### src/rtl/drp_resp_pkg.sv
`default_nettype none
// ============================================================================
// Module      : drp_resp_pkg
// Description : Shared constants and types for the DRP/XADC responder:
//               register addresses, configuration reset values, sequencer
//               state encoding and a channel-search helper.
// Revision    : 1.0 - initial release
// ============================================================================
package drp_resp_pkg;

  // DRP register map
  localparam logic [6:0] C_ADDR_VAUX0 = 7'h10;  // 0x10..0x13 are VAUX0..3
  localparam logic [6:0] C_ADDR_CFG0  = 7'h41;
  localparam logic [6:0] C_ADDR_CFG1  = 7'h42;
  localparam logic [6:0] C_ADDR_SEQ   = 7'h49;
  localparam logic [6:0] C_ADDR_ALM   = 7'h50;

  // Configuration reset values
  localparam logic [15:0] C_CFG0_RST = 16'h2000;
  localparam logic [15:0] C_CFG1_RST = 16'h0400;
  localparam logic [15:0] C_SEQ_RST  = 16'h000F;
  localparam logic [15:0] C_ALM_RST  = 16'hFFFF;

  // CFG0[15:12] value selecting continuous sequencing
  localparam logic [3:0] C_MODE_CONT = 4'h2;

  typedef enum logic [1:0] {
    SEQ_IDLE = 2'd0,
    SEQ_CONV = 2'd1,
    SEQ_NEXT = 2'd2,
    SEQ_EOS  = 2'd3
  } seq_state_e;

  // Lowest enabled channel at or above 'from'; bit 2 set means none left.
  function automatic logic [2:0] next_channel(input logic [3:0] mask,
                                              input logic [2:0] from);
    logic [2:0] r;
    r = 3'd4;
    for (int i = 3; i >= 0; i--) begin
      if ((i >= int'(from)) && mask[2'(i)]) r = 3'(i);
    end
    return r;
  endfunction

endpackage
`default_nettype wire

### src/rtl/drp_resp_sequencer.sv
`default_nettype none
// ============================================================================
// Module      : drp_resp_sequencer
// Description : Emulated XADC channel sequencer. Walks the enabled channels
//               of a mask latched at sequence start in ascending order, holds
//               busy for CONV_CYCLES per channel with a one-cycle gap between
//               channels, and pulses eos after the last channel.
// Ports       : clk_i, rst_ni     - clock, synchronous active-low reset
//               cont_mode_i       - continuous mode selected
//               mask_i[3:0]       - live channel enable mask
//               busy_o, eos_o     - conversion busy / end-of-sequence pulse
//               load_o, load_ch_o - result capture strobe and channel
// Revision    : 1.0 - initial release
// ============================================================================
module drp_resp_sequencer
  import drp_resp_pkg::*;
#(
  parameter int CONV_CYCLES = 26
) (
  input  logic       clk_i,
  input  logic       rst_ni,
  input  logic       cont_mode_i,
  input  logic [3:0] mask_i,
  output logic       busy_o,
  output logic       eos_o,
  output logic       load_o,
  output logic [1:0] load_ch_o
);

  localparam logic [7:0] C_LAST = 8'(CONV_CYCLES - 1);

  seq_state_e state_q, state_d;
  logic [3:0] mask_q, mask_d;
  logic [1:0] ch_q, ch_d;
  logic [7:0] cnt_q, cnt_d;
  logic [2:0] first_ch, after_ch;

  assign first_ch = next_channel(mask_i, 3'd0);
  assign after_ch = next_channel(mask_q, {1'b0, ch_q} + 3'd1);

  always_ff @(posedge clk_i) begin
    if (!rst_ni) begin
      state_q <= SEQ_IDLE;
      mask_q  <= 4'h0;
      ch_q    <= 2'd0;
      cnt_q   <= 8'd0;
    end else begin
      state_q <= state_d;
      mask_q  <= mask_d;
      ch_q    <= ch_d;
      cnt_q   <= cnt_d;
    end
  end

  always_comb begin
    state_d   = state_q;
    mask_d    = mask_q;
    ch_d      = ch_q;
    cnt_d     = cnt_q;
    busy_o    = 1'b0;
    eos_o     = 1'b0;
    load_o    = 1'b0;
    load_ch_o = ch_q;
    case (state_q)
      // EOS behaves like IDLE for the start decision so back-to-back
      // sequences begin on the cycle right after the EOS pulse.
      SEQ_IDLE, SEQ_EOS: begin
        eos_o   = (state_q == SEQ_EOS);
        state_d = SEQ_IDLE;
        if (cont_mode_i && (mask_i != 4'h0)) begin
          state_d = SEQ_CONV;
          mask_d  = mask_i;
          ch_d    = first_ch[1:0];
          cnt_d   = 8'd0;
        end
      end
      SEQ_CONV: begin
        busy_o = 1'b1;
        if (cnt_q == C_LAST) begin
          load_o = 1'b1;
          cnt_d  = 8'd0;
          if (after_ch[2]) begin
            state_d = SEQ_EOS;
          end else begin
            state_d = SEQ_NEXT;
            ch_d    = after_ch[1:0];
          end
        end else begin
          cnt_d = cnt_q + 8'd1;
        end
      end
      SEQ_NEXT: state_d = SEQ_CONV;
      default:  state_d = SEQ_IDLE;
    endcase
  end

endmodule
`default_nettype wire

### src/rtl/drp_xadc_responder.sv
`default_nettype none
// ============================================================================
// Module      : drp_xadc_responder
// Description : DRP slave emulating a small XADC register set. Decodes DRP
//               accesses with a fixed DRDY latency, holds configuration and
//               result registers, and drives the channel sequencer.
// Ports       : S_AXI_ACLK, S_AXI_ARESETN - clock, sync active-low reset
//               DADDR, DEN, DWE, DI        - DRP request
//               DO, DRDY                   - DRP response
//               sample_data[47:0]          - four 12-bit aux samples
//               BUSY, EOS                  - sequencer status
//               drp_err                    - sticky overlapping-DEN flag
//               alarm                      - VAUX0 over-threshold
// Build macro : DRP_RESP_ALARM_EN - enables threshold reg 0x50 and alarm
// Revision    : 1.0 - initial release
// ============================================================================
module drp_xadc_responder
  import drp_resp_pkg::*;
#(
  parameter int DRP_LATENCY = 4,
  parameter int CONV_CYCLES = 26
) (
  input  logic        S_AXI_ACLK,
  input  logic        S_AXI_ARESETN,
  input  logic [6:0]  DADDR,
  input  logic        DEN,
  input  logic        DWE,
  input  logic [15:0] DI,
  input  logic [47:0] sample_data,
  output logic [15:0] DO,
  output logic        DRDY,
  output logic        BUSY,
  output logic        EOS,
  output logic        drp_err,
  output logic        alarm
);

  logic [15:0] res_q [4];
  logic [15:0] cfg0_q, cfg1_q, seq_q;
  logic        pend_q, drdy_q, err_q, we_q;
  logic [3:0]  cnt_q;
  logic [6:0]  addr_q;
  logic [15:0] wdata_q, rdata_q, do_q;
  logic [15:0] rd_val;
  logic [11:0] samp;
  logic        accept, commit;
  logic        seq_load;
  logic [1:0]  seq_ch;

`ifdef DRP_RESP_ALARM_EN
  logic [15:0] alm_thr_q;
  logic        alarm_q;
`endif

  // An access is pending from the accepting edge through its DRDY cycle.
  assign accept = DEN && !pend_q;
  assign commit = drdy_q && we_q;

  // Read value sampled in the DEN cycle, so a coincident result update
  // is seen only by later reads.
  always_comb begin
    rd_val = 16'h0000;
    if (DADDR[6:2] == C_ADDR_VAUX0[6:2]) begin
      rd_val = res_q[DADDR[1:0]];
    end else begin
      case (DADDR)
        C_ADDR_CFG0: rd_val = cfg0_q;
        C_ADDR_CFG1: rd_val = cfg1_q;
        C_ADDR_SEQ:  rd_val = seq_q;
`ifdef DRP_RESP_ALARM_EN
        C_ADDR_ALM:  rd_val = alm_thr_q;
`endif
        default:     rd_val = 16'h0000;
      endcase
    end
  end

  // Access engine: DRDY lands DRP_LATENCY cycles after the DEN cycle.
  always_ff @(posedge S_AXI_ACLK) begin
    if (!S_AXI_ARESETN) begin
      pend_q  <= 1'b0;
      drdy_q  <= 1'b0;
      err_q   <= 1'b0;
      we_q    <= 1'b0;
      cnt_q   <= 4'd0;
      addr_q  <= 7'd0;
      wdata_q <= 16'h0000;
      rdata_q <= 16'h0000;
      do_q    <= 16'h0000;
    end else begin
      if (DEN && pend_q) err_q <= 1'b1;
      if (accept) begin
        pend_q  <= 1'b1;
        addr_q  <= DADDR;
        we_q    <= DWE;
        wdata_q <= DI;
        rdata_q <= rd_val;
        if (DRP_LATENCY == 1) begin
          drdy_q <= 1'b1;
          do_q   <= DWE ? DI : rd_val;
        end else begin
          cnt_q <= 4'(DRP_LATENCY - 1);
        end
      end else if (drdy_q) begin
        drdy_q <= 1'b0;
        pend_q <= 1'b0;
      end else if (pend_q) begin
        cnt_q <= cnt_q - 4'd1;
        if (cnt_q == 4'd1) begin
          drdy_q <= 1'b1;
          do_q   <= we_q ? wdata_q : rdata_q;
        end
      end
    end
  end

  // Configuration registers; result addresses and unmapped writes fall
  // through to the default and are dropped.
  always_ff @(posedge S_AXI_ACLK) begin
    if (!S_AXI_ARESETN) begin
      cfg0_q <= C_CFG0_RST;
      cfg1_q <= C_CFG1_RST;
      seq_q  <= C_SEQ_RST;
    end else if (commit) begin
      case (addr_q)
        C_ADDR_CFG0: cfg0_q <= wdata_q;
        C_ADDR_CFG1: cfg1_q <= wdata_q;
        C_ADDR_SEQ:  seq_q  <= wdata_q;
        default:     ;
      endcase
    end
  end

  always_comb begin
    case (seq_ch)
      2'd0:    samp = sample_data[11:0];
      2'd1:    samp = sample_data[23:12];
      2'd2:    samp = sample_data[35:24];
      default: samp = sample_data[47:36];
    endcase
  end

  always_ff @(posedge S_AXI_ACLK) begin
    if (!S_AXI_ARESETN) begin
      for (int i = 0; i < 4; i++) res_q[i] <= 16'h0000;
    end else if (seq_load) begin
      res_q[seq_ch] <= {samp, 4'h0};
    end
  end

`ifdef DRP_RESP_ALARM_EN
  always_ff @(posedge S_AXI_ACLK) begin
    if (!S_AXI_ARESETN) begin
      alm_thr_q <= C_ALM_RST;
      alarm_q   <= 1'b0;
    end else begin
      if (commit && (addr_q == C_ADDR_ALM)) alm_thr_q <= wdata_q;
      if (seq_load && (seq_ch == 2'd0)) alarm_q <= ({samp, 4'h0} > alm_thr_q);
    end
  end
  assign alarm = alarm_q;
`else
  assign alarm = 1'b0;
`endif

  drp_resp_sequencer #(
    .CONV_CYCLES(CONV_CYCLES)
  ) u_seq (
    .clk_i      (S_AXI_ACLK),
    .rst_ni     (S_AXI_ARESETN),
    .cont_mode_i(cfg0_q[15:12] == C_MODE_CONT),
    .mask_i     (seq_q[3:0]),
    .busy_o     (BUSY),
    .eos_o      (EOS),
    .load_o     (seq_load),
    .load_ch_o  (seq_ch)
  );

  assign DO      = do_q;
  assign DRDY    = drdy_q;
  assign drp_err = err_q;

endmodule
`default_nettype wire

### config.mk
export PLATFORM = sky130hd
export DESIGN_NAME = drp_xadc_responder
export DESIGN_NICKNAME = d
export VERILOG_FILES = /design/src/rtl/drp_resp_pkg.sv /design/src/rtl/drp_resp_sequencer.sv /design/src/rtl/drp_xadc_responder.sv
export SDC_FILE = /design/constraint.sdc
export NUM_CORES = 1
export LEC_CHECK = 0
export ABC_AREA = 1
export BUFFER_PORTS_ARGS = -buffer_cell sky130_fd_sc_hd__buf_2
export CELL_PAD_IN_SITES_DETAIL_PLACEMENT = 0
export CELL_PAD_IN_SITES_GLOBAL_PLACEMENT = 2
export CORE_MARGIN = 2
export CORE_UTILIZATION = 31
export CTS_BUF_LIST = sky130_fd_sc_hd__clkbuf_16
export DETAILED_ROUTE_END_ITERATION = 8
export PLACE_DENSITY = 0.74
export SETUP_SLACK_MARGIN = 0.02
export SYNTH_ARGS = -nofsm -noshare
export SYNTH_HDL_FRONTEND = slang
export SYNTH_SLANG_ARGS = --single-unit
### constraint.sdc
create_clock -name S_AXI_ACLK -period 1.7 [get_ports S_AXI_ACLK]
set_input_delay 0.17 -clock S_AXI_ACLK [delete_from_list [all_inputs] [get_ports S_AXI_ACLK]]
set_output_delay 0.17 -clock S_AXI_ACLK [all_outputs]
set_load 0.02 [all_outputs]
==> impl_metrics.py, run 1 <==
metrics = {
    "run_status": {
        "outcome": "complete, no violations",
    },
    "min_path": {
        "holdPathStages": 3,
        "hold_path.class": "input pin to register",
    },
    "layout": {
        "mostFrequentLayoutCell": "nand2_1",
        "fin_util_pct": 38.9,
        "area_growth_pct": 23.9,
        "final_cell_mix": "131 x nand2_1, 123 x dfxtp_1, 121 x inv_1, 119 x nor2_1, 102 x o21ai_0",
        "nets": 1145,
        "antenna_cells": 0,
        "drive_above_1_share_pct": 17.3,
        "final_area_um2": 9400,
    },
    "cts": {
        "cts_buffer_depth": 2,
        "clkTransAtPathRegs_ns": 0.07,
        "cts_tree": "yes",
        "cts_setup_buffers": 0,
        "clk_latency_ns": 0.44,
        "numCtsBuffers": 17,
        "cts_root_buf": "clkbuf_16",
        "cts.sinks": 171,
        "cts_max_level": 4,
    },
    "die": {
        "die_h_um": 160,
        "ios": 96,
        "initial_core_util_pct": 31.4,
        "fp.dieW_um": 160,
        "rows": 57,
        "core-area_um2": 24200,
        "die_area_um2": 25700,
    },
    "grt": {
        "grt_overflow_total": 0,
        "grt_pass1_wl_mm": 32.4,
        "grt_use_total_pct": 16.0,
        "grt_max_degree": 29,
        "first_global_vias": 6018,
        "antenna_found_initial": 0,
    },
    "setup_path": {
        "cpPeakStageDelay_ns": 0.39,
        "path_max_fanout": 6,
        "start_kind": "register",
        "worstSetupPathType": "register to primary output",
        "reg2reg_slack_ns": 0.16,
        "reg2reg_depth": 6,
        "cp_slowest_cell": "dfxtp_1",
        "cp-end-kind": "primary output",
        "crit_required_ns": 1.53,
        "cp_cell_sequence": "inv_1 -> ha_4 -> buf_4 -> buf_2",
        "crit_arrival_ns": 1.41,
    },
    "place": {
        "io_buffers": 70,
        "hpwl_mm": 13.8,
        "dp_slack_ns": 0.0113,
        "dpl-instance-area_um2": 8610,
        "place.gp.congestion": 0.793,
    },
    "sta": {
        "finalWorstSetupSlack_ns": 0.118,
        "period_share_pct": 93.1,
        "finClkSkew_ns": 0.00844,
        "setup_violations": 0,
        "rsz0062_at_grt": "false",
        "fmaxAchievable_mhz": 632,
        "hold_viol_final": 0,
        "setup_tns_ns": 0,
        "period_needed_ns": 1.58,
        "slew_violations": 0,
    },
    "synthesis": {
        "synthFlopType": "dfxtp_1",
        "synthArstFlopShare_pct": 0,
        "synth_xor_area_share_pct": 0,
        "ys_seq_elements": 171,
        "yosysSeqAreaShare_pct": 51.5,
        "synthAdderAreaFrac_pct": 1.16,
        "syn_area_um2": 7580,
        "syn_avg_cell_area_um2": 8.05,
        "synth_area_leaders": "dfxtp_1 32%, edfxtp_1 19%, o21ai_0 6.7%",
        "synth_top_cell_by_area": "dfxtp_1",
        "synth.top_cell.area_share_pct": 32.5,
        "synth_cell_types": 34,
        "synthMuxAreaShare_pct": 1.58,
        "synth_top_family_by_area": "simple AND/OR/NAND/NOR gates",
        "synth_compound_area_share_pct": 14.9,
        "yosys.area_share.simple_pct": 21.2,
        "yosys_warnings": 0,
        "syn_inst": 942,
        "synth_edf_count": 48,
    },
    "power_and_ir_drop": {
        "p_leak_nw": 3.99,
        "irDropWorstVdd_mv": 0.609,
        "power_mw": 9.23,
        "powerDensity_nw_per_um2": 982,
    },
    "routing": {
        "vias_per_cell": 4.48,
        "drc_errors": 0,
        "ant_nets": 0,
        "firstDrtPassIters": 4,
        "wl_mm": 19.8,
        "drtIter0Drc": 364,
        "dr_total_vias": 6270,
        "post_drt_wl_per_cell_um": 14.1,
    },
    "flow_run": {
        "drv_cap": 0,
    },
}
metrics by stage:
stage	hold slack, ns	cells
finish	0.0243	1400
global route	0.0343	1400
CTS	0.0165	1400
detailed placement	0.379	1350
global placement	0.372	1350
floorplan	0.273	954
worst max-delay path, delay by kind of cell (launching register included):
| kind | cells | cell delay [ns] |
|---|---|---|
| DFF | 1 | 0.39 |
| adders and majority gates | 1 | 0.17 |
| buffers and inverters | 3 | 0.42 |
synthesized netlist by cell type, types with 2 or more instances:
library cell and number:
nand2_2 3, a211oi_1 4, nand2_1 135, inv_1 121, buf_2 22, nor2_4 4, dfxtp_1 123, nand4_1 16
ha_1 7, o22ai_2 7, buf_4 8, nand3_2 2, inv_2 4, o21ai_1 8, o21ai_0 102, mux2i_1 12
edfxtp_1 48, clkbuf_1 18, nor3_2 3, o211ai_1 6, nand3_1 83, nor2_1 119, buf_1 2, o22ai_1 10
a21oi_1 66
power by group:
group / internal, mW / switching (mW) / total, mW
registers: 4.34 / 0.0831 / 4.42
logic: 0.368 / 0.612 / 0.979
clock network: 1.96 / 1.87 / 3.83
total: 6.67 / 2.56 / 9.23
path summary, 6_finish.rpt:
path	start	to
worst max register to register	u_seq.cnt_q[1]$_SDFFE_PN0P_	res_q[0][7]$_SDFFCE_PN0P_
worst min register to register	cfg0_q[11]$_SDFFE_PN0P_	cfg0_q[11]$_SDFFE_PN0P_
worst max-delay path	u_seq.state_q[1]$_SDFFE_PN0P_	BUSY
worst min-delay path	DADDR[4]	addr_q[4]$_SDFFE_PN0P_
sequential cells by signal (all words and copies together), names as in the netlist:
signal and flops:
DO 16, DRDY 1, res_q 48, cnt_q 4
cfg0_q 16, addr_q 7, we_q 1, u_seq.state_q 2
rdata_q 16, u_seq.load_ch_o 1, u_seq.mask_q 1, wdata_q 16
drp_err 1, seq_q 16, pend_q 1, cfg1_q 16
u_seq.cnt_q 8
layer usage:
metal  up-vias  track usage, %  part of all wire [%]
li1       3345               -                     -
met1      2790            22.9                    52
met2       118            24.5                    44
met3        17            3.02                   3.0
met4         0            4.59                   1.4
met5         -               0                     0
layout make-up:
cell class / count / area (µm²)
clock buffers: 17 / 425
multi-input cells: 606 / 3050
flip-flops and latches: 171 / 3900
clock inverters: 15 / 149
well taps: 324 / 405
inverters: 126 / 473
fillers: 2562 / 14800
repair buffers: 141 / 995
logic make-up (layout without fill, tap and decap cells):
| family | Yosys count | after routing |
|---|---|---|
| buffers and inverters | 177 | 299 |
| other | 1 | 13 |
| muxes | 12 | 12 |
| adders and majority gates | 7 | 7 |
| and+or+nand+nor | 368 | 368 |
| AOI/OAI and AO/OA | 206 | 206 |
| DFF | 171 | 171 |
timing repair:
action | 4_1_cts | 5_1_grt
gates cloned | 0 | 0
gates resized for setup | 1 | 5
endpoints found under the setup margin | 1 | 12
hold buffers | 18 | 0
hold endpoints to repair | 18 | 0
pin swaps | 0 | 0
(Power assumes the default switching activity.)
==> run 2, diff against run 1 <==
--- a/config.mk
+++ b/config.mk
@@ -13,7 +13,7 @@
 export CORE_UTILIZATION = 31
 export CTS_BUF_LIST = sky130_fd_sc_hd__clkbuf_16
 export DETAILED_ROUTE_END_ITERATION = 8
-export PLACE_DENSITY = 0.74
+export PLACE_DENSITY_LB_ADDON = 0.15
 export SETUP_SLACK_MARGIN = 0.02
 export SYNTH_ARGS = -nofsm -noshare
 export SYNTH_HDL_FRONTEND = slang
==> run 2 against run 1 <==
- clock-buffer cell count unchanged
- power up 0.15%
- final cell count about the same
- fmax down 0.18%
- non-clock buffer count up 1
- critical path depth up 6
- sequential power about the same
- utilization up 0.11 points
- sequential share of layout area down 0.12 points
- global-route usage up 0.52 points
- critical endpoint is now u_seq.cnt_q[6]$_SDFFE_PN0P_
==> impl_metrics.py, run 2 (same netlist as run 1, synthesis figures left out) <==
metrics = {
    "cts": {
        "cts_setup_buffers": 0,
        "cts_tree": "yes",
        "cts_root_buf": "clkbuf_16",
        "clkTransAtPathRegs_ns": 0.07,
        "cts.sinks": 171,
        "numCtsBuffers": 17,
        "cts_max_level": 4,
        "clk_latency_ns": 0.43,
        "cts_buffer_depth": 2,
    },
    "sta": {
        "setup_violations": 0,
        "finClkSkew_ns": 0.0115,
        "finalWorstSetupSlack_ns": 0.115,
        "rsz0062_at_grt": "true",
        "period_share_pct": 93.2,
        "hold_viol_final": 0,
        "fmaxAchievable_mhz": 631,
        "slew_violations": 0,
        "period_needed_ns": 1.58,
        "setup_tns_ns": 0,
    },
    "layout": {
        "nets": 1146,
        "mostFrequentLayoutCell": "nand2_1",
        "antenna_cells": 0,
        "final_cell_mix": "131 x nand2_1, 123 x dfxtp_1, 121 x inv_1, 119 x nor2_1, 102 x o21ai_0",
        "drive_above_1_share_pct": 17.2,
        "largest_reg_flops": 48,
        "area_growth_pct": 24.3,
        "fin_util_pct": 39.0,
        "top_register": "res_q",
    },
    "place": {
        "hpwl_mm": 13.9,
        "place.gp.congestion": 0.744,
        "io_buffers": 70,
        "dp_slack_ns": 0.0262,
    },
    "setup_path": {
        "timing.rr.start": "u_seq.state_q[0]$_SDFFE_PN0P_",
        "start_kind": "register",
        "reg2reg_slack_ns": 0.12,
        "reg2reg_depth": 10,
        "cp-startpoint": "u_seq.state_q[0]$_SDFFE_PN0P_",
        "crit_arrival_ns": 1.90,
        "cp-end-kind": "register",
        "crit_end": "u_seq.cnt_q[6]$_SDFFE_PN0P_",
        "crit_required_ns": 2.01,
        "worstSetupPathType": "register to register",
        "path_max_fanout": 7,
        "reg2reg_to": "u_seq.cnt_q[6]$_SDFFE_PN0P_",
    },
    "routing": {
        "vias_per_cell": 4.41,
        "dr_total_vias": 6182,
        "ant_nets": 0,
        "drtIter0Drc": 320,
        "firstDrtPassIters": 5,
        "post_drt_wl_per_cell_um": 14.5,
        "wl_mm": 20.3,
        "drc_errors": 0,
    },
    "run_status": {
        "outcome": "complete, no violations",
    },
    "grt": {
        "first_global_vias": 6104,
        "antenna_found_initial": 0,
        "grt_overflow_total": 0,
        "grt_max_degree": 52,
        "grt_pass1_wl_mm": 33.2,
        "grt_use_total_pct": 16.5,
    },
    "power_and_ir_drop": {
        "irDropWorstVdd_mv": 0.464,
        "p_clk_share_pct": 41.5,
        "seqPwrFrac_pct": 47.9,
        "comb_power_share_pct": 10.6,
        "switching_share_pct": 27.8,
        "power.switching_mw": 2.57,
        "powerDensity_nw_per_um2": 981,
        "internal_power_mw": 6.67,
        "p_leak_nw": 4.00,
        "power_mw": 9.24,
    },
    "die": {
        "ios": 96,
        "rows": 57,
        "die_area_um2": 25700,
        "fp.dieW_um": 160,
        "die_h_um": 160,
        "core-area_um2": 24200,
        "initial_core_util_pct": 31.4,
    },
    "min_path": {
        "hold_path.class": "input pin to register",
        "hold_start": "sample_data[1]",
    },
    "flow_run": {
        "drv_cap": 0,
    },
}
==> run 2: cell count changes in the layout (fill, tap and decap cells not counted), sizes merged <==
cell	delta
inv	-1
clkinvlp	+1
dlygate4sd3	+1
==> run 2: timing repair <==
item                                   in CTS  in global routing
hold buffers                               19                  0
setup endpoints to repair                   3                 27
endpoints found under the hold margin      19                  0
gates resized for setup                     1                  5
cloned                                      0                  0
==> run 2: power by group through the flow <==
| stage | logic [mW] | clock network, mW | registers [mW] |
|---|---|---|---|
| 3_3_place_gp | 0.960 | 0 | 4.52 |
| 2_1_floorplan | 0.540 | 0 | 4.54 |
| 6_report | 0.982 | 3.84 | 4.43 |
| 4_1_cts | 0.998 | 3.94 | 4.43 |
| 5_1_grt | 1.11 | 4.11 | 4.45 |
| 3_5_place_dp | 0.956 | 0 | 4.52 |
==> run 2: critical path, stage by stage, from the launching register on <==
cell	delay [ns]
dfxtp_1	0.34
inv_1	0.05
ha_1	0.34
nand3_1	0.10
nor2_1	0.04
nand2_1	0.11
nand2_4	0.09
inv_1	0.19
nor2_1	0.08
nor2_1	0.09
nor2_1	0.04
==> run 2: cell type report <==
type / count / area, µm²
timing repair buffer: 142 / 1030
clock buffer: 17 / 425
inverter: 126 / 473
clock inverter: 15 / 148
fill: 2535 / 14800
multi-input combinational: 606 / 3040
tap: 324 / 405
sequential: 171 / 3900
==> run 2: metal layers <==
metal	track usage [%]	vias up	routed length, µm
met1	23.7	2745	10600
met3	3.00	5	585
met4	3.81	0	93
met2	25.8	86	8970
li1	-	3346	-
met5	0	-	0
==> run 2: per-stage QoR <==
| step | hold WS, ns | cells | area [µm²] |
|---|---|---|---|
| detailed placement | 0.373 | 1350 | 8640 |
| finish | 0.0557 | 1401 | 9420 |
| floorplan | 0.273 | 954 | 7640 |
| global route | 0.0441 | 1401 | 9420 |
| CTS | 0.0355 | 1401 | 9400 |
| global placement | 0.369 | 1350 | 8640 |
==> run 2: worst min-delay path by stage <==
stage,endpoint,slack [ns],cells past startpoint
final,res_q[0][1]$_SDFFCE_PN0P_,0.06,3
after global routing,addr_q[5]$_SDFFE_PN0P_,0.04,3
after CTS,res_q[0][5]$_SDFFCE_PN0P_,0.04,3
after detailed placement,wdata_q[10]$_SDFFE_PN0P_,0.37,3
after global placement,wdata_q[10]$_SDFFE_PN0P_,0.37,3
after floorplan,wdata_q[10]$_SDFFE_PN0P_,0.27,2
